<file path="src/rtl/vr_pkg.sv">
// vr_pkg - shared definitions for the virtual-channel credit transmitter.
//
// Contents:
//   NUM_VC_DEFAULT    default number of virtual channels on the link
//   BUF_DEPTH_DEFAULT default downstream fifo depth per VC (initial credits)
//   VC_ID_WIDTH       width of a VC identifier
//   FLIT_DATA_WIDTH   flit payload width shared by the link
//   CREDIT_WIDTH      width of one credit counter (0..BUF_DEPTH_DEFAULT)
//   credit_t          credit-count type
//
// Optional feature macro used by this slice: VC_CREDIT_CHECK_EN.

package vr_pkg;

   localparam int NUM_VC_DEFAULT    = 4;
   localparam int BUF_DEPTH_DEFAULT = 8;
   localparam int VC_ID_WIDTH       = $clog2(NUM_VC_DEFAULT);

   localparam int FLIT_DATA_WIDTH   = 32;

   localparam int CREDIT_WIDTH      = $clog2(BUF_DEPTH_DEFAULT + 1);

   typedef logic [CREDIT_WIDTH-1:0] credit_t;

endpackage

</file>
<file path="src/rtl/vc_credit_counter.sv">
// vc_credit_counter - one per-VC credit counter.
//
// Ports:
//   clk       clock, state updates on posedge
//   reset     asynchronous active-low reset, loads BUF_DEPTH
//   inc       credit returned for this VC
//   dec       flit transferred on this VC
//   count     registered credit count
//   nonzero   count != 0
//   overflow  a return arrived while already full (saturating build only)
//
// Macro VC_CREDIT_CHECK_EN: when defined the counter saturates at BUF_DEPTH
// and reports overflow; otherwise an extra return simply wraps and
// overflow is tied low.

module vc_credit_counter #(
  parameter int BUF_DEPTH = 8,
  parameter int CNT_W     = $clog2(BUF_DEPTH + 1)
) (
  input  logic             clk,
  input  logic             reset,
  input  logic             inc,
  input  logic             dec,
  output logic [CNT_W-1:0] count,
  output logic             nonzero,
  output logic             overflow
);

  localparam logic [CNT_W-1:0] FULL = CNT_W'(BUF_DEPTH);
  localparam logic [CNT_W-1:0] ONE  = CNT_W'(1);

  // Simultaneous inc and dec cancel, so only the one-sided cases move the count.
  always_ff @(posedge clk or negedge reset) begin
    if (!reset) begin
      count <= FULL;
    end else if (inc && !dec) begin
`ifdef VC_CREDIT_CHECK_EN
      if (count != FULL) begin
        count <= count + ONE;
      end
`else
      count <= count + ONE;
`endif
    end else if (dec && !inc) begin
      count <= count - ONE;
    end
  end

  assign nonzero = (count != '0);

`ifdef VC_CREDIT_CHECK_EN
  assign overflow = inc && !dec && (count == FULL);
`else
  assign overflow = 1'b0;
`endif

endmodule

</file>
<file path="src/rtl/vc_credit_tx.sv">
// vc_credit_tx - credit-based flit transmitter for a multi-VC link.
//
// Ports:
//   clk           clock, state updates on posedge
//   reset         asynchronous active-low reset
//   in_valid      switch offers a flit
//   in_vc         target VC of the offered flit
//   in_data       offered flit payload
//   in_ready      flit accepted this cycle (credit available on in_vc)
//   out_valid     registered flit valid to the downstream fifo push
//   out_vc        registered VC id
//   out_data      registered payload
//   credit_valid  downstream popped one flit
//   credit_vc     VC of the returned credit
//   credit_avail  bit v high when VC v has credit
//   credit_err    sticky credit-overflow flag
//
// Macro VC_CREDIT_CHECK_EN: enables counter saturation and the sticky
// credit_err flag; without it credit_err is constant 0.

module vc_credit_tx
  import vr_pkg::*;
#(
  parameter int NUM_VC    = NUM_VC_DEFAULT,
  parameter int BUF_DEPTH = BUF_DEPTH_DEFAULT
) (
  input  logic                       clk,
  input  logic                       reset,
  input  logic                       in_valid,
  input  logic [VC_ID_WIDTH-1:0]     in_vc,
  input  logic [FLIT_DATA_WIDTH-1:0] in_data,
  output logic                       in_ready,
  output logic                       out_valid,
  output logic [VC_ID_WIDTH-1:0]     out_vc,
  output logic [FLIT_DATA_WIDTH-1:0] out_data,
  input  logic                       credit_valid,
  input  logic [VC_ID_WIDTH-1:0]     credit_vc,
  output logic [NUM_VC-1:0]          credit_avail,
  output logic                       credit_err
);

  localparam int CNT_W = $clog2(BUF_DEPTH + 1);

  logic [CNT_W-1:0]  counts [NUM_VC];
  logic [NUM_VC-1:0] ovf;
  logic              in_vc_ok;
  logic              credit_vc_ok;
  logic              transfer;

  // Out-of-range VC ids never match a counter, so they are silently dropped.
  assign in_vc_ok     = (int'(in_vc) < NUM_VC);
  assign credit_vc_ok = (int'(credit_vc) < NUM_VC);

  assign in_ready = in_vc_ok && (counts[in_vc] != '0);
  assign transfer = in_valid && in_ready;

  for (genvar v = 0; v < NUM_VC; v++) begin : g_vc
    logic inc_v;
    logic dec_v;

    assign dec_v = transfer && (in_vc == VC_ID_WIDTH'(v));
    assign inc_v = credit_valid && credit_vc_ok && (credit_vc == VC_ID_WIDTH'(v));

    vc_credit_counter #(
      .BUF_DEPTH (BUF_DEPTH),
      .CNT_W     (CNT_W)
    ) u_cnt (
      .clk      (clk),
      .reset    (reset),
      .inc      (inc_v),
      .dec      (dec_v),
      .count    (counts[v]),
      .nonzero  (credit_avail[v]),
      .overflow (ovf[v])
    );
  end

  // Output stage: one-cycle registered copy of each accepted flit; the
  // payload holds its last value between transfers.
  always_ff @(posedge clk or negedge reset) begin
    if (!reset) begin
      out_valid <= 1'b0;
      out_vc    <= '0;
      out_data  <= '0;
    end else begin
      out_valid <= transfer;
      if (transfer) begin
        out_vc   <= in_vc;
        out_data <= in_data;
      end
    end
  end

`ifdef VC_CREDIT_CHECK_EN
  // Once any counter overflows the flag stays up until reset.
  always_ff @(posedge clk or negedge reset) begin
    if (!reset) begin
      credit_err <= 1'b0;
    end else if (|ovf) begin
      credit_err <= 1'b1;
    end
  end
`else
  // Counters tie overflow low in this build, so this is constant 0.
  assign credit_err = |ovf;
`endif

endmodule

</file>
<file path="config.mk">
export PLATFORM = sky130hd
export DESIGN_NAME = vc_credit_tx
export DESIGN_NICKNAME = d
export VERILOG_FILES = /design/src/rtl/vr_pkg.sv /design/src/rtl/vc_credit_counter.sv /design/src/rtl/vc_credit_tx.sv
export SDC_FILE = /design/constraint.sdc
export NUM_CORES = 1
export LEC_CHECK = 0
export CAP_MARGIN = 20
export CORE_ASPECT_RATIO = 1.2
export CORE_MARGIN = 4
export CORE_UTILIZATION = 50
export DETAILED_ROUTE_END_ITERATION = 7
export GPL_ROUTABILITY_DRIVEN = 0
export PLACE_DENSITY = 0.86
export RECOVER_POWER = 25
export SLEW_MARGIN = 20
export SYNTH_ARGS = -nofsm -noshare
export SYNTH_HDL_FRONTEND = slang
export SYNTH_SLANG_ARGS = --single-unit
</file>
<file path="constraint.sdc">
create_clock -name clk -period 4.2 [get_ports clk]
set_input_delay 0.42 -clock clk [delete_from_list [all_inputs] [get_ports clk]]
set_output_delay 0.42 -clock clk [all_outputs]
set_load 0.05 [all_outputs]
</file>
==> impl_results.md <==
* Most frequent cells in the layout: clkdlybuf4s50_1, dfrtp_1, mux2_4, xnor2_1, ha_1
* Count of different cell masters after synthesis at 27
* GRT Util Overall at 0.183
* P_leak at 0.00149 uW
* Post-Route WL at 5.23 mm
* Max Clk Rate at 346 MHz
* Register bit count reported by yosys at 51
* Top post-synthesis cells by area: dfrtp_1, mux2_4, ha_1, dfstp_2, xnor2_1
* Hold path endpoint: g_vc[0].u_cnt.count[3]$_DFFE_PN1P_
* Post_cts resized at 0
* Crit path launch type: flip-flop
* Worst hold path depth at 1
* Syn_nets at 236
* Xor and xnor area share after synthesis at 0.0417
* Clock latency on the worst-skew pair at 0.31 ns
* Worst EP arrival at 3.13 ns
* DRC at 0
* CTS tree: yes
* R2R setup slack at 1.31 ns
* R2R depth at 12
* Proportion of synthesized area in mux cells at 0.223
* Max stage delay on crit path at 0.59 ns
* Synthesis Warnings at 0
* Synth-to-Final Area Change at 36.0%
* Post-CTS Setup Repair Bufs at 0
* TritonCTS Buffers at 5
* First-pass GRT wire length at 8.76 mm
* Detail Route Antenna Nets at 0
* Via count at 1,656
* DRT Pass-1 Iters at 4
* Peak supply drop at 0.392 mV
* Failing checks: capacitance limit, slew limit
* Fin crit share at 0.689
* Pwr dens at 691 mW/mm^2
* Seq/Total Area, Yosys at 0.508
* Core ar. at 0.00490 mm^2
* CP Class: reg2reg
* Crit path top cell by count: ha_1
* Post-route setup TNS at 0 ns
* Clock-pin slew on the worst setup and hold paths at 0.09 ns
* Final hold viol count at 0
* Critical path's slowest cell: or4_1
* GR Overflow Total at 0
* Reg-to-Reg End: g_vc[0].u_cnt.count[3]$_DFFE_PN1P_
* Vias per inst at 5.18
* HP Class: reg2reg
* Hold_buf cts at 0
* # setup viols final at 0
* Syn_area_per_cell at 14.0 um^2
* IO Count at 81
* First DRT Iteration DRCs at 39
* Worst-path cell chain: or4_1, nand3b_1, a41o_2, inv_4, nand2_1, ha_1, inv_1, ha_1, a21o_1, a21oi_1, mux2i_1, xnor2_1
* CP max FO at 6
* Min Clock Period, post-route at 2.89 ns
* H-tree depth at 2
* Worst Tran Pin Value at 2.70 ns
* Effective utilization at floorplan at 0.514
* Complex-gate fraction of the synthesized area at 0.0322
* CP required at 4.44 ns
* Post-synthesis adder-cell area fraction at 0.0913
* Post-synthesis simple-gate area fraction at 0.0645
* Largest area contributor in the netlist: dfrtp_1
* Max_cap viols at 1
* Die area at 0.00625 mm^2
* Clock skew at 0.0109 ns
* Slew Viols, Final at 52
* Status: complete, but fails checks
* Synth Instances at 180
* Port-buffer cells at 79
* FP Rows at 28
* Final nets at 316
* Mapped Area at 0.00252 mm^2
* Pin count of the biggest net entering global routing at 52
* Largest family of logic cells by synthesized area: multiplexers
* Slew margin rel. at -0.798
* Leading cell type in the layout, fill and taps excluded: clkdlybuf4s50_1
* Post-DP Area at 0.00333 mm^2
* Clock Path Buffers at 2
* Root buf cell: clkbuf_8
* Initial antenna violation count at 0
* Final Cell Area at 0.00343 mm^2
* Die width at 72.8 um
* Layout cells sized above 1 at 0.169
* Critical path endpoint category: flip-flop
* Ant diodes at 0
* Die height at 85.8 um
* RSZ-0062 raised after global routing: false
* Clock sinks at 51
* Top cell type's share of synthesized area at 0.466
* Wire per inst at 16.3 um
* HPWL after DPL at 3.98 mm
* Reg2reg start: g_vc[2].u_cnt.count[1]$_DFFE_PN0P_
* Vias in the first global route at 1,821
* Hold path start: g_vc[0].u_cnt.count[3]$_DFFE_PN1P_
-- kinds of logic after synthesis --
group	after synthesis
AND/OR/NAND/NOR	31
buffers and inverters	14
other	1
XOR/XNOR	12
AO/OA/AOI/OAI	13
flip-flops	51
multiplexers	42
adder cells (fa/ha/maj)	16
-- synthesized netlist by cell type, drive strengths merged --
library cell / number
a21o: 4
a21oi: 4
a41o: 1
and3: 1
and3b: 1
buf: 8
conb: 1
dfrtp: 47
dfstp: 4
fa: 4
ha: 12
inv: 6
mux2: 38
mux2i: 4
nand2: 7
nand3: 2
nand3b: 4
nand4: 1
nor2: 10
nor3b: 1
o21ai: 4
or4: 4
xnor2: 12
-- through the flow --
stage	hold WS (ns)	std cells	util	setup slack [ns]	total power, uW
2_1_floorplan	0.124	180	-	1.38	1680
3_3_place_gp	0.465	313	0.678	1.18	2020
3_5_place_dp	0.474	313	0.678	1.09	2050
4_1_cts	0.233	320	0.700	1.28	2400
5_1_grt	0.509	320	0.699	1.04	2510
6_report	0.488	320	0.699	1.31	2370
-- area by class of cell --
class | instances | area, um^2
fill | 363 | 1480
sequential | 51 | 1280
multi-input combinational | 115 | 1140
timing repair buffer | 81 | 797
tap | 60 | 75.1
clock buffer | 5 | 68.8
clock inverter | 2 | 37.5
inverter | 6 | 25.0
-- per-layer routing --
metal | wire, um | share of wire | global-route usage | up-vias
li1 | - | - | - | 778
met1 | 1980 | 0.38 | 0.216 | 816
met2 | 2790 | 0.53 | 0.310 | 46
met3 | 277 | 0.053 | 0.0340 | 16
met4 | 182 | 0.035 | 0.0990 | 0
met5 | 0 | 0 | 0 | -
-- worst max path at each step --
stage	start	endpoint	slack, ns	depth (start not counted)
after detailed placement	in_vc[1]	g_vc[2].u_cnt.count[3]$_DFFE_PN1P_	1.09	13
after CTS	g_vc[2].u_cnt.count[1]$_DFFE_PN0P_	g_vc[2].u_cnt.count[3]$_DFFE_PN1P_	1.28	12
after floorplan	g_vc[3].u_cnt.count[1]$_DFFE_PN0P_	g_vc[3].u_cnt.count[3]$_DFFE_PN1P_	1.38	13
after global placement	in_vc[0]	g_vc[2].u_cnt.count[3]$_DFFE_PN1P_	1.18	13
after global routing	reset	out_vc[1]$_DFFE_PN0P_	1.04	2
final	g_vc[2].u_cnt.count[1]$_DFFE_PN0P_	g_vc[0].u_cnt.count[3]$_DFFE_PN1P_	1.31	12
-- worst max-delay path: cells and delay by family (launching register included) --
kind	cells	cell delay [ns]
AND/OR/NAND/NOR	3	0.80
AO/OA/AOI/OAI	3	0.62
adder cells (fa/ha/maj)	2	0.45
flip-flops	1	0.43
multiplexers	1	0.24
buffers and inverters	2	0.16
XOR/XNOR	1	0.14
-- sequential cells by signal (all words and copies together), names as in the netlist --
register and flops:
out_valid 1, out_data 32, g_vc.u_cnt.count 16, out_vc 2
-- report_power, final --
part / switching (uW) / internal, uW / leakage (uW)
Clock: 160 / 174 / 0.0000502
Combinational: 682 / 528 / 0.000846
Sequential: 140 / 684 / 0.000597
No activity file was read; power rests on OpenSTA's default activity.
